[src/rtl/spi_cmd_decoder_if.sv]
// Byte handshake between the SPI slave shifter and the command decoder.
// The decoder takes the slave modport; the shifter side takes master.
interface spi_cmd_decoder_if;
  logic [7:0] rx_byte;
  logic       rx_rdy;
  logic [7:0] tx_byte;
  logic       tx_rdy;

  modport master (output rx_byte, output rx_rdy, input tx_byte, input tx_rdy);
  modport slave  (input rx_byte, input rx_rdy, output tx_byte, output tx_rdy);
endinterface

[src/rtl/spi_cmd_decoder.sv]
// Assembles 6-byte SD-style command frames from the SPI byte stream, checks CRC7,
// drives the LED register and queues R1/data response bytes for the shifter.
module spi_cmd_decoder #(
  parameter int NUM_LEDS       = 5,
  parameter bit CHECK_CRC      = 1'b1,
  parameter int TIMEOUT_CYCLES = 65535
) (
  input  logic                i_clk,
  input  logic                i_sys_rst,
  input  logic                i_cs,
  spi_cmd_decoder_if.slave    bus,
  output logic [NUM_LEDS-1:0] o_led,
  output logic                o_cmd_err,
  output logic                o_busy
);

  localparam logic [2:0] IDLE = 3'd0;
  localparam logic [2:0] ARG  = 3'd1;
  localparam logic [2:0] CRC  = 3'd2;
  localparam logic [2:0] EXEC = 3'd3;
  localparam logic [2:0] RESP = 3'd4;

  localparam logic [5:0] CMD_GO_IDLE  = 6'd0;
  localparam logic [5:0] CMD_SET_LED  = 6'd16;
  localparam logic [5:0] CMD_READ_LED = 6'd17;

  localparam int            TW      = $clog2(TIMEOUT_CYCLES + 1);
  localparam logic [TW-1:0] TO_LAST = TW'(TIMEOUT_CYCLES - 1);

  logic [2:0]          state;
  logic                cs_meta, cs_sync;
  logic [5:0]          cmd;
  logic [NUM_LEDS-1:0] arg_led;
  logic [6:0]          crc;
  logic [1:0]          byte_cnt;
  logic [TW-1:0]       timeout_cnt;
  logic                crc_err;
  logic                adv_pend;
  logic                resp_pending;
  logic [7:0]          resp_data;
  logic                crc_ok;
  logic [7:0]          led_ext;

  function automatic logic [6:0] crc7_next(input logic [6:0] crc_in, input logic [7:0] data);
    logic [6:0] c;
    logic       fb;
    c = crc_in;
    for (int i = 7; i >= 0; i--) begin
      fb = c[6] ^ data[i];
      c  = {c[5:0], 1'b0} ^ (fb ? 7'h09 : 7'h00);
    end
    return c;
  endfunction

  assign crc_ok  = (CHECK_CRC == 1'b0) || (bus.rx_byte == {crc, 1'b1});
  assign led_ext = 8'(o_led);
  assign o_busy  = (state != IDLE);

  always_ff @(posedge i_clk or negedge i_sys_rst) begin
    if (!i_sys_rst) begin
      cs_meta <= 1'b1;
      cs_sync <= 1'b1;
    end else begin
      cs_meta <= i_cs;
      cs_sync <= cs_meta;
    end
  end

  // Only arg[NUM_LEDS-1:0] affects any command, so the argument shift keeps just those bits.
  always_ff @(posedge i_clk or negedge i_sys_rst) begin
    if (!i_sys_rst) begin
      state        <= IDLE;
      cmd          <= '0;
      arg_led      <= '0;
      crc          <= '0;
      byte_cnt     <= '0;
      timeout_cnt  <= '0;
      crc_err      <= 1'b0;
      adv_pend     <= 1'b0;
      resp_pending <= 1'b0;
      resp_data    <= 8'hFF;
      o_led        <= '0;
      o_cmd_err    <= 1'b0;
      bus.tx_byte  <= 8'hFF;
      bus.tx_rdy   <= 1'b0;
    end else begin
      bus.tx_rdy <= 1'b0;
      o_cmd_err  <= 1'b0;
      if (cs_sync) begin
        state        <= IDLE;
        byte_cnt     <= '0;
        timeout_cnt  <= '0;
        adv_pend     <= 1'b0;
        resp_pending <= 1'b0;
      end else begin
        case (state)
          IDLE: begin
            if (bus.rx_rdy && (bus.rx_byte[7:6] == 2'b01)) begin
              cmd         <= bus.rx_byte[5:0];
              crc         <= crc7_next(7'd0, bus.rx_byte);
              byte_cnt    <= '0;
              timeout_cnt <= '0;
              state       <= ARG;
            end
          end
          ARG, CRC: begin
            if (bus.rx_rdy) begin
              timeout_cnt <= '0;
              if (state == ARG) begin
                arg_led  <= bus.rx_byte[NUM_LEDS-1:0];
                crc      <= crc7_next(crc, bus.rx_byte);
                byte_cnt <= byte_cnt + 2'd1;
                if (byte_cnt == 2'd3) state <= CRC;
              end else begin
                crc_err <= !crc_ok;
                state   <= EXEC;
              end
            end else if (timeout_cnt == TO_LAST) begin
              timeout_cnt <= '0;
              state       <= IDLE;
            end else begin
              timeout_cnt <= timeout_cnt + 1'b1;
            end
          end
          // A strobe arriving here is remembered as the first response advance.
          EXEC: begin
            bus.tx_rdy   <= 1'b1;
            adv_pend     <= bus.rx_rdy;
            resp_pending <= 1'b0;
            state        <= RESP;
            if (crc_err) begin
              bus.tx_byte <= 8'h08;
              o_cmd_err   <= 1'b1;
            end else begin
              case (cmd)
                CMD_GO_IDLE: begin
                  o_led       <= '0;
                  bus.tx_byte <= 8'h01;
                end
                CMD_SET_LED: begin
                  o_led       <= arg_led;
                  bus.tx_byte <= 8'h00;
                end
                CMD_READ_LED: begin
                  bus.tx_byte  <= 8'h00;
                  resp_data    <= led_ext;
                  resp_pending <= 1'b1;
                end
                default: begin
                  bus.tx_byte <= 8'h04;
                  o_cmd_err   <= 1'b1;
                end
              endcase
            end
          end
          RESP: begin
            if (bus.rx_rdy || adv_pend) begin
              adv_pend   <= 1'b0;
              bus.tx_rdy <= 1'b1;
              if (resp_pending) begin
                bus.tx_byte  <= resp_data;
                resp_pending <= 1'b0;
              end else begin
                bus.tx_byte <= 8'hFF;
                state       <= IDLE;
              end
            end
          end
          default: state <= IDLE;
        endcase
      end
    end
  end

endmodule

[src/flat_wrapper.sv]
// flat-port wrapper written by rule: the top's interface ports become plain ports
module spi_cmd_decoder_flat 
#(
  parameter int NUM_LEDS       = 5,
  parameter bit CHECK_CRC      = 1'b1,
  parameter int TIMEOUT_CYCLES = 65535
)
  (i_clk, i_sys_rst, i_cs, o_led, o_cmd_err, o_busy, bus_rx_byte, bus_rx_rdy, bus_tx_byte, bus_tx_rdy);
  spi_cmd_decoder_if bus_i ();
  input  logic i_clk;
  input  logic i_sys_rst;
  input  logic i_cs;
  output logic [NUM_LEDS-1:0] o_led;
  output logic o_cmd_err;
  output logic o_busy;
  input wire logic [$bits(bus_i.rx_byte)-1:0] bus_rx_byte;
  input wire logic [$bits(bus_i.rx_rdy)-1:0] bus_rx_rdy;
  output wire logic [$bits(bus_i.tx_byte)-1:0] bus_tx_byte;
  output wire logic [$bits(bus_i.tx_rdy)-1:0] bus_tx_rdy;
  assign bus_i.rx_byte = bus_rx_byte;
  assign bus_i.rx_rdy = bus_rx_rdy;
  assign bus_tx_byte = bus_i.tx_byte;
  assign bus_tx_rdy = bus_i.tx_rdy;
  spi_cmd_decoder #(.NUM_LEDS(NUM_LEDS), .CHECK_CRC(CHECK_CRC), .TIMEOUT_CYCLES(TIMEOUT_CYCLES)) u_core (.i_clk(i_clk), .i_sys_rst(i_sys_rst), .i_cs(i_cs), .bus(bus_i), .o_led(o_led), .o_cmd_err(o_cmd_err), .o_busy(o_busy));
endmodule
[config.mk]
export PLATFORM = sky130hd
export DESIGN_NAME = spi_cmd_decoder_flat
export DESIGN_NICKNAME = d
export VERILOG_FILES = /design/src/rtl/spi_cmd_decoder_if.sv /design/src/rtl/spi_cmd_decoder.sv /design/src/flat_wrapper.sv
export SDC_FILE = /design/constraint.sdc
export NUM_CORES = 1
export LEC_CHECK = 0
export ABC_AREA = 1
export ABC_CLOCK_PERIOD_IN_PS = 1400
export CAP_MARGIN = 20
export CORE_UTILIZATION = 40
export DETAILED_ROUTE_END_ITERATION = 10
export GPL_TIMING_DRIVEN = 0
export SETUP_SLACK_MARGIN = 0.5
export SYNTH_ARGS = -nofsm -noshare
export SYNTH_HDL_FRONTEND = slang
export SYNTH_SLANG_ARGS = --single-unit
[constraint.sdc]
create_clock -name i_clk -period 1.4 [get_ports i_clk]
set_input_delay 0.21 -clock i_clk [delete_from_list [all_inputs] [get_ports i_clk]]
set_output_delay 0.21 -clock i_clk [all_outputs]
set_load 0.05 [all_outputs]
==> flow_summary.ini <==
[outcome]
status = finished, violations left
violations = hold timing, setup timing

[power]
power.switching_mw = 3.28
p_int_mw = 4.77
total_power_mw = 8.05
vdd_drop_max_mv = 0.920
clockPowerShare_pct = 20.1
p_comb_share_pct = 46.8
power_density_nw_per_um2 = 1650
seq_power_share_pct = 33.1
p_leak_nw = 2.30
swShare_pct = 40.8

[drt]
drt_iter0_drc = 105
wl_per_cell_um = 13.4
ant_nets = 0
vias_per_cell = 4.98
drc = 0
dr_total_vias = 3159
wl_um = 8520
drtPass1Iterations = 5

[grt]
grt_pass1_vias = 2992
antenna_found_initial = 0
grt_usage_pct = 20.0
grt_overflow = 0
grt_max_degree = 64
grt_pass1_wl_um = 13900

[synth]
synth_top_area_share_pct = 35.0
yosysSeqAreaShare_pct = 45.5
synthTopCellsByCount = 137 x nand2_1, 53 x nor2_1, 49 x dfrtp_1
yosysTopAreaCell = dfrtp_1
netlist_area_um2 = 3500
ys_ff_latch = 63
yosysMostFrequentCell = nand2_1
synth_cell_type_count = 38
synthFlopType = dfrtp_1
syn_area_per_cell_um2 = 7.79
yosysWarnings = 0
syn-num-nets = 465
synth-edff-count = 0
synthCells = 450
netlist_top_cells_area = dfrtp_1 35%, nand2_1 15%, dfstp_2 11%, nor2_1 5.7%, inv_1 4.9%
postSynth.asyncResetShare_pct = 100

[die]
rows = 33
start_util_pct = 42.0
io_pins = 28
core-area_um2 = 8340
dieWidth_um = 95.6
die-area_um2 = 9140
die_y_um = 95.6

[cells_and_area]
num_antenna_cells = 0
drive_gt1_share_pct = 37.1
fill_cells = 770
areaGrowthSynthToFinish_pct = 39.1
finalNetCount = 539

[clock_network]
cts_tree = yes
cts_buffer_depth = 2
clk_pin_slew_ns = 0.08
clock_latency_ns = 0.35
cts-root-buf = clkbuf_8
htree_levels = 3
cts.sinks = 63
cts_buffers = 9

[critical_path]
cp_max_fo = 6
r2r_start = u_core.state[2]
required_ns = 1.64
slowest_delay_ns = 0.49
crit_family = buffers and inverters
r2r-end = u_core.crc[2]
worstSetupPathType = input port to flip-flop
worstPathCellList = clkdlybuf4s50_1, inv_2, nand3_2, nand3_1, nand2_2, nor2_4, buf_4, buf_6, o21ai_1
end_kind = flip-flop
reg2reg_slack_ns = -0.14
slowest_stage = clkdlybuf4s50_1
worstPathArrival_ns = 1.78
cp-start-kind = input port
path_buf_inv = 4
reg2reg_depth = 9

[timing]
fin_crit_ns = 1.54
max_slew_margin_pct = 47.1
setup_violations = 49
worst_pin_slew_ns = 0.794
fin_hold_ws_ns = -0.0485
timing.final.hold_violations = 49
finalSetupTns_ns = -4.73
finalCritPeriodShare_pct = 110
fin_ws_ns = -0.138
fin_skew_ns = 0.0160
fmax_mhz = 650
grt_setup_unrepaired = yes
slew_violations = 0

[min_path]
hold_class = input port to asynchronous set/reset pin

[placed_design]
numPortBuffers = 26
dp.final_hpwl_um = 5620
gp_congestion = 0.917

[flow_run]
max_cap_viol_count = 0
[registers in the layout, indices dropped and copies added (netlist names)]
signal,cells
u_core.o_led,5
u_core.resp_pending,1
u_core.timeout_cnt,16
u_core.arg_led,5
u_core.crc,7
u_core.byte_cnt,2
u_core.crc_err,1
u_core.resp_data,6
u_core.state,3
u_core.adv_pend,1
u_core.bus.tx_byte,6
u_core.bus.tx_rdy,1
u_core.cs_sync,1
u_core.cs_meta,1
u_core.cmd,6
u_core.o_cmd_err,1
[layout by cell type (no fill, tap or decap), types with 6 or more instances in the layout]
cell type	synthesis	layout
nand4_1	6	6
dfstp_2	14	13
a21oi_2	6	7
nor2_1	53	40
inv_1	46	32
nor2_2	3	7
clkbuf_8	1	9
xor2_1	6	6
a21oi_1	9	8
nand3_1	29	24
dfrtp_1	49	45
nor2_4	3	12
nand2_1	137	118
o21ai_1	6	12
buf_4	2	28
buf_8	1	13
o21ai_0	21	12
buf_6	2	15
inv_2	6	15
nand2_2	3	18
o21ai_2	6	7
[worst max path at each step]
stage	start	endpoint	slack, ns	cells past startpoint
final	bus_rx_byte[7]	u_core.crc[2]	-0.14	9
after global routing	u_core.state[1]	u_core.bus.tx_byte[6]	-0.24	8
after CTS	u_core.cs_sync	u_core.timeout_cnt[15]	-0.13	11
after detailed placement	bus_rx_rdy	u_core.timeout_cnt[12]	-0.58	10
after global placement	i_sys_rst	u_core.state[1]	-2.21	1
after floorplan	u_core.cs_sync	u_core.timeout_cnt[12]	-0.03	10
[cell type report]
type	instances	area [um^2]	share of cell area, %
Timing Repair Buffer	63	667	13.7
Inverter	53	216	4.44
Buffer	8	110	2.26
Multi-Input combinational cell	326	1950	40.0
Clock inverter	6	68.8	1.41
Tap cell	105	131	2.70
Sequential cell	63	1600	32.9
Clock buffer	10	128	2.62
[power by group through the flow]
stage	clock [mW]	combinational (mW)	sequential, mW
2_1_floorplan	0	1.88	2.78
3_3_place_gp	0	2.75	2.58
3_5_place_dp	0	2.78	2.59
4_1_cts	1.65	3.35	2.62
5_1_grt	1.72	4.11	2.70
6_report	1.62	3.77	2.66
[repair_timing]
action                     CTS  global route
setup buffers               21            14
gates resized for setup    161            73
pin swaps                   23            23
gates cloned                 2             0
hold endpoints to repair    49             0
setup endpoints to repair   77            77
[cell families (layout without fill, tap and decap cells)]
logic type / count (synthesis) / in the layout / synth area share (%)
flip-flops: 63 / 63 / 45.5
AO/OA/AOI/OAI: 59 / 59 / 10.4
AND/OR/NAND/NOR: 248 / 248 / 31.0
adder cells (fa/ha/maj): 3 / 3 / 1.07
XOR/XNOR: 14 / 14 / 3.50
buffers and inverters: 61 / 140 / 7.89
multiplexers: 2 / 2 / 0.643
[metal layers]
| layer | share of wire (%) | track usage, % | wire length (um) |
|---|---|---|---|
| met2 | 48 | 32.3 | 4090 |
| met1 | 47 | 26.4 | 4020 |
| met5 | 0 | 0 | 0 |
| met4 | 1.3 | 6.97 | 108 |
| met3 | 3.6 | 4.63 | 307 |
[worst reg2reg max path: stages, from the launching register on]
cell and delay (ns):
dfrtp_2 0.46, clkinv_4 0.11, nand3_4 0.11, nand2_4 0.08
nand2_1 0.08, nand2_2 0.07, nor2_4 0.21, buf_4 0.17
buf_6 0.08, o21ai_1 0.05
[through the flow]
| stage | cells | utilization, % | cell area, um^2 | hold WS (ns) | setup slack (ns) |
|---|---|---|---|---|---|
| floorplan | 450 | - | 3540 | -0.0856 | -0.0337 |
| global placement | 581 | 47.2 | 3940 | 0.346 | -2.21 |
| detailed placement | 581 | 47.2 | 3930 | 0.347 | -0.582 |
| CTS | 620 | 54.2 | 4520 | -0.0259 | -0.133 |
| global route | 634 | 58.4 | 4870 | 0.0151 | -0.236 |
| finish | 634 | 58.4 | 4870 | -0.0485 | -0.138 |
Power figures use the tool's default switching activity.
